### src/rtl/ps2_key_decoder.sv
// PS/2 scan-code byte stream to key events: prefix FSM, shift/caps tracking,
// ASCII translation, held-key tracking and typematic-aware press counting.
module ps2_key_decoder (
   input  logic       clk,
   input  logic       rst,
   input  logic       in_valid,
   input  logic [7:0] in_code,
   output logic       ev_valid,
   output logic       ev_make,
   output logic       ev_ext,
   output logic       ev_repeat,
   output logic [7:0] ev_code,
   output logic [7:0] ev_ascii,
   output logic       held,
   output logic [8:0] held_code,
   output logic       shift,
   output logic       caps,
   output logic [7:0] press_cnt
);

   localparam int unsigned CODE_W = 8;
   localparam int unsigned KEY_W  = CODE_W + 1;

   localparam logic [CODE_W-1:0] CODE_EXT     = 8'hE0;
   localparam logic [CODE_W-1:0] CODE_BRK     = 8'hF0;
   localparam logic [CODE_W-1:0] CODE_BAT     = 8'hAA;
   localparam logic [CODE_W-1:0] CODE_ACK     = 8'hFA;
   localparam logic [CODE_W-1:0] CODE_PAUSE   = 8'hE1;
   localparam logic [CODE_W-1:0] CODE_LSHIFT  = 8'h12;
   localparam logic [CODE_W-1:0] CODE_RSHIFT  = 8'h59;
   localparam logic [CODE_W-1:0] CODE_CAPS    = 8'h58;

   typedef enum logic [1:0] {
      S_IDLE    = 2'd0,
      S_EXT     = 2'd1,
      S_BRK     = 2'd2,
      S_EXT_BRK = 2'd3
   } state_t;

   state_t              state_q, state_d;
   logic                ev_valid_q, ev_valid_d;
   logic                ev_make_q, ev_make_d;
   logic                ev_ext_q, ev_ext_d;
   logic                ev_repeat_q, ev_repeat_d;
   logic [CODE_W-1:0]   ev_code_q, ev_code_d;
   logic [CODE_W-1:0]   ev_ascii_q, ev_ascii_d;
   logic                held_q, held_d;
   logic [KEY_W-1:0]    held_code_q, held_code_d;
   logic                shift_l_q, shift_l_d;
   logic                shift_r_q, shift_r_d;
   logic                caps_q, caps_d;
   logic [CODE_W-1:0]   press_cnt_q, press_cnt_d;

   logic                fire;
   logic                fire_make;
   logic                fire_ext;
   logic [KEY_W-1:0]    key;
   logic                key_match;

   // Lowercase letters/digits/whitespace; letters lifted to uppercase when upper is set.
   function automatic logic [CODE_W-1:0] to_ascii(input logic [CODE_W-1:0] code,
                                                  input logic upper);
      logic [CODE_W-1:0] a;
      logic              letter;
      a      = 8'h00;
      letter = 1'b1;
      case (code)
         8'h1C: a = 8'h61;  8'h32: a = 8'h62;  8'h21: a = 8'h63;  8'h23: a = 8'h64;
         8'h24: a = 8'h65;  8'h2B: a = 8'h66;  8'h34: a = 8'h67;  8'h33: a = 8'h68;
         8'h43: a = 8'h69;  8'h3B: a = 8'h6A;  8'h42: a = 8'h6B;  8'h4B: a = 8'h6C;
         8'h3A: a = 8'h6D;  8'h31: a = 8'h6E;  8'h44: a = 8'h6F;  8'h4D: a = 8'h70;
         8'h15: a = 8'h71;  8'h2D: a = 8'h72;  8'h1B: a = 8'h73;  8'h2C: a = 8'h74;
         8'h3C: a = 8'h75;  8'h2A: a = 8'h76;  8'h1D: a = 8'h77;  8'h22: a = 8'h78;
         8'h35: a = 8'h79;  8'h1A: a = 8'h7A;
         default: begin
            letter = 1'b0;
            case (code)
               8'h16: a = 8'h31;  8'h1E: a = 8'h32;  8'h26: a = 8'h33;  8'h25: a = 8'h34;
               8'h2E: a = 8'h35;  8'h36: a = 8'h36;  8'h3D: a = 8'h37;  8'h3E: a = 8'h38;
               8'h46: a = 8'h39;  8'h45: a = 8'h30;
               8'h29: a = 8'h20;  8'h5A: a = 8'h0D;  8'h66: a = 8'h08;
               default: a = 8'h00;
            endcase
         end
      endcase
      if (letter && upper) a = a - 8'h20;
      return a;
   endfunction

   // Prefix FSM: decide whether this byte completes an event and of which kind.
   always_comb begin
      state_d   = state_q;
      fire      = 1'b0;
      fire_make = 1'b0;
      fire_ext  = 1'b0;
      if (in_valid) begin
         case (state_q)
            S_IDLE: begin
               if (in_code == CODE_EXT)      state_d = S_EXT;
               else if (in_code == CODE_BRK) state_d = S_BRK;
               else if (in_code != CODE_BAT && in_code != CODE_ACK && in_code != CODE_PAUSE) begin
                  fire      = 1'b1;
                  fire_make = 1'b1;
               end
            end
            S_EXT: begin
               if (in_code == CODE_BRK)      state_d = S_EXT_BRK;
               else if (in_code != CODE_EXT) begin
                  fire      = 1'b1;
                  fire_make = 1'b1;
                  fire_ext  = 1'b1;
                  state_d   = S_IDLE;
               end
            end
            S_BRK: begin
               if (in_code == CODE_EXT)      state_d = S_EXT_BRK;
               else if (in_code != CODE_BRK) begin
                  fire    = 1'b1;
                  state_d = S_IDLE;
               end
            end
            default: begin
               if (in_code != CODE_EXT && in_code != CODE_BRK) begin
                  fire     = 1'b1;
                  fire_ext = 1'b1;
                  state_d  = S_IDLE;
               end
            end
         endcase
      end
   end

   assign key       = {fire_ext, in_code};
   assign key_match = held_q && (held_code_q == key);

   // Event payload and key-state bookkeeping; shift/caps sampled before this byte.
   always_comb begin
      ev_valid_d  = 1'b0;
      ev_make_d   = ev_make_q;
      ev_ext_d    = ev_ext_q;
      ev_repeat_d = ev_repeat_q;
      ev_code_d   = ev_code_q;
      ev_ascii_d  = ev_ascii_q;
      held_d      = held_q;
      held_code_d = held_code_q;
      shift_l_d   = shift_l_q;
      shift_r_d   = shift_r_q;
      caps_d      = caps_q;
      press_cnt_d = press_cnt_q;
      if (fire) begin
         ev_valid_d = 1'b1;
         ev_make_d  = fire_make;
         ev_ext_d   = fire_ext;
         ev_code_d  = in_code;
         if (fire_make) begin
            ev_repeat_d = key_match;
            ev_ascii_d  = fire_ext ? 8'h00
                                   : to_ascii(in_code, (shift_l_q | shift_r_q) ^ caps_q);
            if (!key_match) begin
               press_cnt_d = press_cnt_q + 8'd1;
               held_d      = 1'b1;
               held_code_d = key;
               if (!fire_ext && in_code == CODE_CAPS) caps_d = ~caps_q;
            end
            if (!fire_ext && in_code == CODE_LSHIFT) shift_l_d = 1'b1;
            if (!fire_ext && in_code == CODE_RSHIFT) shift_r_d = 1'b1;
         end else begin
            ev_repeat_d = 1'b0;
            ev_ascii_d  = 8'h00;
            if (key_match) held_d = 1'b0;
            if (!fire_ext && in_code == CODE_LSHIFT) shift_l_d = 1'b0;
            if (!fire_ext && in_code == CODE_RSHIFT) shift_r_d = 1'b0;
         end
      end
   end

   always_ff @(posedge clk) begin
      if (rst) begin
         state_q     <= S_IDLE;
         ev_valid_q  <= 1'b0;
         ev_make_q   <= 1'b0;
         ev_ext_q    <= 1'b0;
         ev_repeat_q <= 1'b0;
         ev_code_q   <= '0;
         ev_ascii_q  <= '0;
         held_q      <= 1'b0;
         held_code_q <= '0;
         shift_l_q   <= 1'b0;
         shift_r_q   <= 1'b0;
         caps_q      <= 1'b0;
         press_cnt_q <= '0;
      end else begin
         state_q     <= state_d;
         ev_valid_q  <= ev_valid_d;
         ev_make_q   <= ev_make_d;
         ev_ext_q    <= ev_ext_d;
         ev_repeat_q <= ev_repeat_d;
         ev_code_q   <= ev_code_d;
         ev_ascii_q  <= ev_ascii_d;
         held_q      <= held_d;
         held_code_q <= held_code_d;
         shift_l_q   <= shift_l_d;
         shift_r_q   <= shift_r_d;
         caps_q      <= caps_d;
         press_cnt_q <= press_cnt_d;
      end
   end

   assign ev_valid  = ev_valid_q;
   assign ev_make   = ev_make_q;
   assign ev_ext    = ev_ext_q;
   assign ev_repeat = ev_repeat_q;
   assign ev_code   = ev_code_q;
   assign ev_ascii  = ev_ascii_q;
   assign held      = held_q;
   assign held_code = held_code_q;
   assign shift     = shift_l_q | shift_r_q;
   assign caps      = caps_q;
   assign press_cnt = press_cnt_q;

endmodule

### config.mk
export PLATFORM = sky130hd
export DESIGN_NAME = ps2_key_decoder
export DESIGN_NICKNAME = d
export VERILOG_FILES = /design/src/rtl/ps2_key_decoder.sv
export SDC_FILE = /design/constraint.sdc
export NUM_CORES = 1
export LEC_CHECK = 0
export CAP_MARGIN = 20
export CORE_MARGIN = 2
export CORE_UTILIZATION = 45
export DETAILED_ROUTE_END_ITERATION = 7
export DONT_BUFFER_PORTS = 1
export MAX_ROUTING_LAYER = met4
export PLACE_DENSITY = 0.7
export SETUP_SLACK_MARGIN = 0.05
export SYNTH_ARGS = -nofsm -noshare
export SYNTH_HDL_FRONTEND = slang
export SYNTH_SLANG_ARGS = --single-unit
### constraint.sdc
create_clock -name clk -period 5.6 [get_ports clk]
set_input_delay 1.12 -clock clk [delete_from_list [all_inputs] [get_ports clk]]
set_output_delay 1.12 -clock clk [all_outputs]
set_load 0.05 [all_outputs]
; Word level (Yosys, flattened, before mapping)
; Cells that the tools add are included.
[classes]
bitwise_logic = 4
mux = 43
addsub = 2
n_reduce_logical = 20
n_eq_ne = 56
[op_table]
columns = cell, n
row1 = "== test 8 x 6 -> 1 bit, second input constant", 23
row2 = one-hot mux 7 bit (26 select lines), 1
row3 = "== test 8 x 7 -> 1 bit, second input constant", 11
row4 = one-hot mux 6 bit (13 select lines), 1
row5 = "== test 8 x 5 -> 1 bit, second input constant", 8
row6 = two-way mux 8 bit, 5
row7 = "!= test 8 bit, second input constant", 5
row8 = OR reduction 26 bit, 1
row9 = two-way mux 1 bit, 25
row10 = "== test 8 bit, second input constant", 2
row11 = two-way mux 2 bit, 7
row12 = == test 9 bit, 1
row13 = "!= test 3 bit, second input constant", 3
row14 = "adder 8 x 1 -> 8 bit, second input constant", 1
row15 = logical AND 1 bit, 8
row16 = "subtractor 8 x 6 -> 8 bit, second input constant", 1
row17 = one-hot mux 2 bit (3 select lines), 1
row18 = AND reduction 3 bit, 2
row19 = AND reduction 5 bit, 1
row20 = one-hot mux 1 bit (2 select lines), 2
row21 = AND reduction 2 bit, 2
row22 = AND reduction 4 bit, 1
row23 = nonzero test 4 bit, 1
row24 = one-hot mux 1 bit (3 select lines), 1
row25 = other kinds (10), 11
[word_totals]
in_bits = 11
regBits = 43
word_cells = 138

; Longest topological paths before layout
[logic_depth]
depth_word = 14
ltp_mapped = 9
ltp_nobuf = 9

; Worst setup path after synthesis
; OpenSTA, ideal clock, no wires.
[synth_timing]
path_kind = input port to flip-flop
from = input in_code[0]
to = register held_q (netlist: held)
t_arrival_ns = 2.952
setup_time_ns = 0.072
stages = 9
setup_slack_ns = 2.577
n_path_buf = 1
path_cell_list = buf_2 > or3b_4 > o31ai_4 > nor2_2 > xor2_1 > nor4_1 > ha_1 > nand2_1 > mux2i_1
[synth_between]
elab_chain_cells = 10
elab_cells_between_ends = 30
cone_classes = eq/ne (9) / mux (15) / reduce/logical (6)
[synth_lines]
columns = element, line_no
row1 = "start, declared", 7  ; input logic [7:0] in_code,
row2 = branches (longest 10 deep; another with == test 9 bit), --
row3 = "end signal, assigned", 200  ; held_q <= held_d;
row4 = "end, declared", 47  ; logic held_q, held_d;
; Parallel ways; which one is timed is not known.
; A chain may end at the register's enable or synchronous reset.

; Worst setup path after layout
[layout_timing]
from = input in_code[4]
to = register ev_ascii_q[5] (netlist: ev_ascii[5])
[layout_between]
elab_chain_cells = 9
elab_cells_between_ends = 76
cone_classes = add/sub (1) / eq/ne (46) / mux (24) / reduce/logical (5)
[layout_lines]
columns = element, line_no
row1 = "== test 8 x 7 -> 1 bit, or another cell as far along", 77  ; case (code)
row2 = "one-hot mux 6 bit (13 select lines), or another cell as far along", 77
row3 = "one-hot mux 7 bit (26 select lines), or another cell as far along", 67  ; case (code)
row4 = "two-way mux 8 bit, or another cell as far along", 155  ; if (fire_make) begin
row5 = "two-way mux 8 bit, or another cell as far along", 150  ; if (fire) begin
row6 = "subtractor 8 x 6 -> 8 bit, or another cell as far along", 86  ; if (letter && upper) a = a - 8'h20;
row7 = two-way mux 8 bit or one-hot mux 1 bit (2 select lines) (tied branches), "86, 97"
row8 = two-way mux 8 bit or two-way mux 1 bit (tied branches), "157, 96"
row9 = two-way mux 8 bit, 155
row10 = "end signal, assigned", 199  ; ev_ascii_q <= ev_ascii_d;
row11 = "end, declared", 46  ; logic [CODE_W-1:0] ev_ascii_q, ev_ascii_d;
; Several ways; a longest one is shown, not always the timed one. The select of a mux whose other input is x is not followed.

==> metrics.md <==
| Metric | Value |
|---|---|
| Post-synth top cells | dfxtp_1 (43), nand2_1 (38), nor2_1 (36), a21oi_1 (35), clkbuf_1 (17) |
| Period minus WS final | 3.044 ns |
| Fmax achieved | 0.3285 GHz |
| Seq cells post-synth | 43 |
| Pwr Total | 0.0006369 W |
| Largest cells by area after synthesis | dfxtp_1 (29%), a21oi_1 (6.0%), nand2_1 (4.9%) |
| Fin Clk Skew | 0.005821 ns |
| First-pass GRT wire length | 12,320 um |
| FILL cells | 655 |
| # Post-CTS Setup Buffers | 0 |
| CTS tree | built |
| Most frequent cell after synthesis | dfxtp_1 |
| RePlAce Congestion | 0.9165 |
| Max IR drop VDD | 0.1692 mV |
| Die H | 84.78 um |
| Setup_tns | 0 ns |
| Detail Route Antenna Nets | 0 |
| Synthesized area | 0.002937 mm^2 |
| Post-CTS Hold Buffers | 0 |
| DRT iter0 DRCs | 236 |
| Yosys warns | 0 |
| Die Wd | 84.78 um |
| Hold crit path type | flop to flop |
| Crit Path Max Fanout | 35 |
| Worst Setup Path Type | input pin to flop |
| CTS clk-pin slew, worst paths | 0.08 ns |
| Period Utilization, post-route | 54.36% |
| Inserted Clock Buffers | 5 |
| CP endpoint kind | flop |
| Grt ovf | 0 |
| Final nets | 366 |
| Post-cts sizing count | 0 |
| CTS root buffer | clkbuf_8 |
| CP bufs+invs | 0 |
| RSZ-0062 raised after global routing | false |
| Avg Inst Size Synth | 7.852 um^2 |
| Mapped Cells | 374 |
| Slowest cell delay on critical path | 0.63 ns |
| Max-cap violations | 0 |
| Post-route DRC | 0 |
| Worst-Skew Late Latency | 0.29 ns |
| Critical Path AT | 3.24 ns |
| Mapped Nets | 391 |
| Largest net degree at the start of global routing | 50 |
| Worst hold margin | 0.4761 ns |
| Router iterations before antenna repair | 4 |
| Area of the multi-input gates | 0.001906 mm^2 |
| CP max-delay cell | a21o_1 |
| CP Launch Type | input pin |
| Initial antenna violation count | 0 |
| Initial core utilization | 46.51% |
| Power Dens Cells | 213.6 mW/mm^2 |
| Ant diodes | 0 |
| Run status | completed |
| Final setup fails | 0 |
| Post-synth top area share | 29.31% |
| Area of placed instances | 0.002885 mm^2 |
| Asr flop ratio synth | 0% |
| Unique masters post-synth | 65 |
| Seq/Total Area, Yosys | 29.31% |
| Reg area | 860.8 um^2 |
| Share of cells above drive strength 1 | 6.857% |
| CTS H-tree depth | 2 |
| Crit-path leading delay family | compound AO/OA/AOI/OAI gates |
| Largest area contributor in the netlist | dfxtp_1 |
| CTS max path bufs | 2 |
| Number of flops mapped to enable cells by yosys | 0 |
| Vias per cell | 6.166 |
| Row cnt | 29 |
| Post-synth top flop | dfxtp_1 |
| # IOs | 51 |
| Die area | 0.007188 mm^2 |
| Placeable Area | 0.006314 mm^2 |
| Average wire per standard cell | 17.35 um |
| Leak pwr | 1.047 nW |
| Number of global-route vias before repair | 2,433 |
| Routed vias | 2,633 |
| Final instance area | 0.002982 mm^2 |
| Post-Route WL | 7408 um |
| Hpwl dp | 5226 um |
| Tightest Pin Transition | 0.9617 ns |
| P&R area growth vs syn | 1.534% |
| Critical path required time | 5.80 ns |
| Worst slew margin | 35.89% |
| Final Hold Viols | 0 |
| CP Cell Sequence | xnor2_1 > a32oi_1 > o31ai_2 > a21o_1 > a22oi_1 > a311oi_1 |
| PortBufs | 0 |
| Slew Viols, Final | 0 |
| Sink Count | 43 |
| All-Layer GR Usage | 21.51% |
==> kinds of logic after synthesis <==
kind of cell               count (synthesis)  synth area share (%)
xor gates and xnor gates                  17                 5.071
DFF                                       43                 29.31
muxes                                     18                 6.433
and+or+nand+nor                          162                 29.95
adders and majority gates                  6                 2.556
buffers and inverters                     39                 5.965
AOI/OAI and AO/OA                         89                 20.71
==> worst min-delay path: cells and delay by family (launching register included) <==
family	cells	cell delay [ns]
flip-flops	1	0.31
multiplexers	1	0.06
AND/OR/NAND/NOR	1	0.06
==> flip-flops by register name, indices dropped and copies added (netlist names) <==
name,count
ev_make,1
ev_ascii,8
ev_valid,1
ev_ext,1
held,1
shift_r_q,1
caps,1
press_cnt,8
held_code,9
state_q,2
ev_repeat,1
shift_l_q,1
ev_code,8
==> cells in the final DEF, fill, tap and decap left out, types with 3 or more instances in the layout <==
master	count
nand2_1	38
xnor2_1	14
a21oi_1	35
xor2_1	3
and2_1	3
clkbuf_8	5
nor3b_1	4
nor4_1	7
nand2b_1	14
inv_1	6
ha_1	6
nand4_1	4
nand3_1	8
nor2b_1	11
dfxtp_1	43
o22ai_1	6
o21ai_0	11
mux2i_1	14
nor2_1	36
nand3b_1	4
a31oi_1	3
o2111ai_1	3
nor3_1	9
or2_2	3
==> area by class of cell <==
| class | count | area share (%) |
|---|---|---|
| flip-flops and latches | 43 | 28.87 |
| repair buffers | 1 | 0.3777 |
| well taps | 77 | 3.231 |
| inverters | 6 | 0.7554 |
| multi-input cells | 292 | 63.91 |
| clock buffers | 6 | 2.434 |
| clock inverters | 2 | 0.4196 |
==> path summary, 6_finish.rpt <==
path | startpoint | slack [ns] | end | cells after the start
worst min-delay path | shift_l_q | 0.48 | shift_l_q | 2
worst min register to register | shift_l_q | 0.48 | shift_l_q | 2
worst max-delay path | in_code[4] | 2.56 | ev_ascii[5] | 6
worst max register to register | held_code[4] | 3.04 | press_cnt[4] | 6
==> per-stage QoR <==
stage | cells | util, % | setup WS (ns)
after detailed placement | 418 | 45.70 | 2.216
after CTS | 426 | 47.05 | 2.535
final | 427 | 47.23 | 2.556
after global routing | 427 | 47.23 | 2.410
after global placement | 418 | 45.70 | 2.341
after floorplan | 374 | - | 2.577
==> report_power, final <==
part	internal, W	switching, W
clock network	0.0000871	0.000102
logic	0.0000371	0.0000436
registers	0.000317	0.0000505
total	0.000441	0.000196
==> routing by layer <==
metal / GRT usage [%] / routed length, um / part of all wire [%]
met5: - / 0 / 0
met4: 5.195 / 66 / 0.89
met1: 29.45 / 3371 / 46
met3: 6.883 / 693 / 9.4
met2: 30.85 / 3276 / 44
Power figures use the tool's default switching activity.
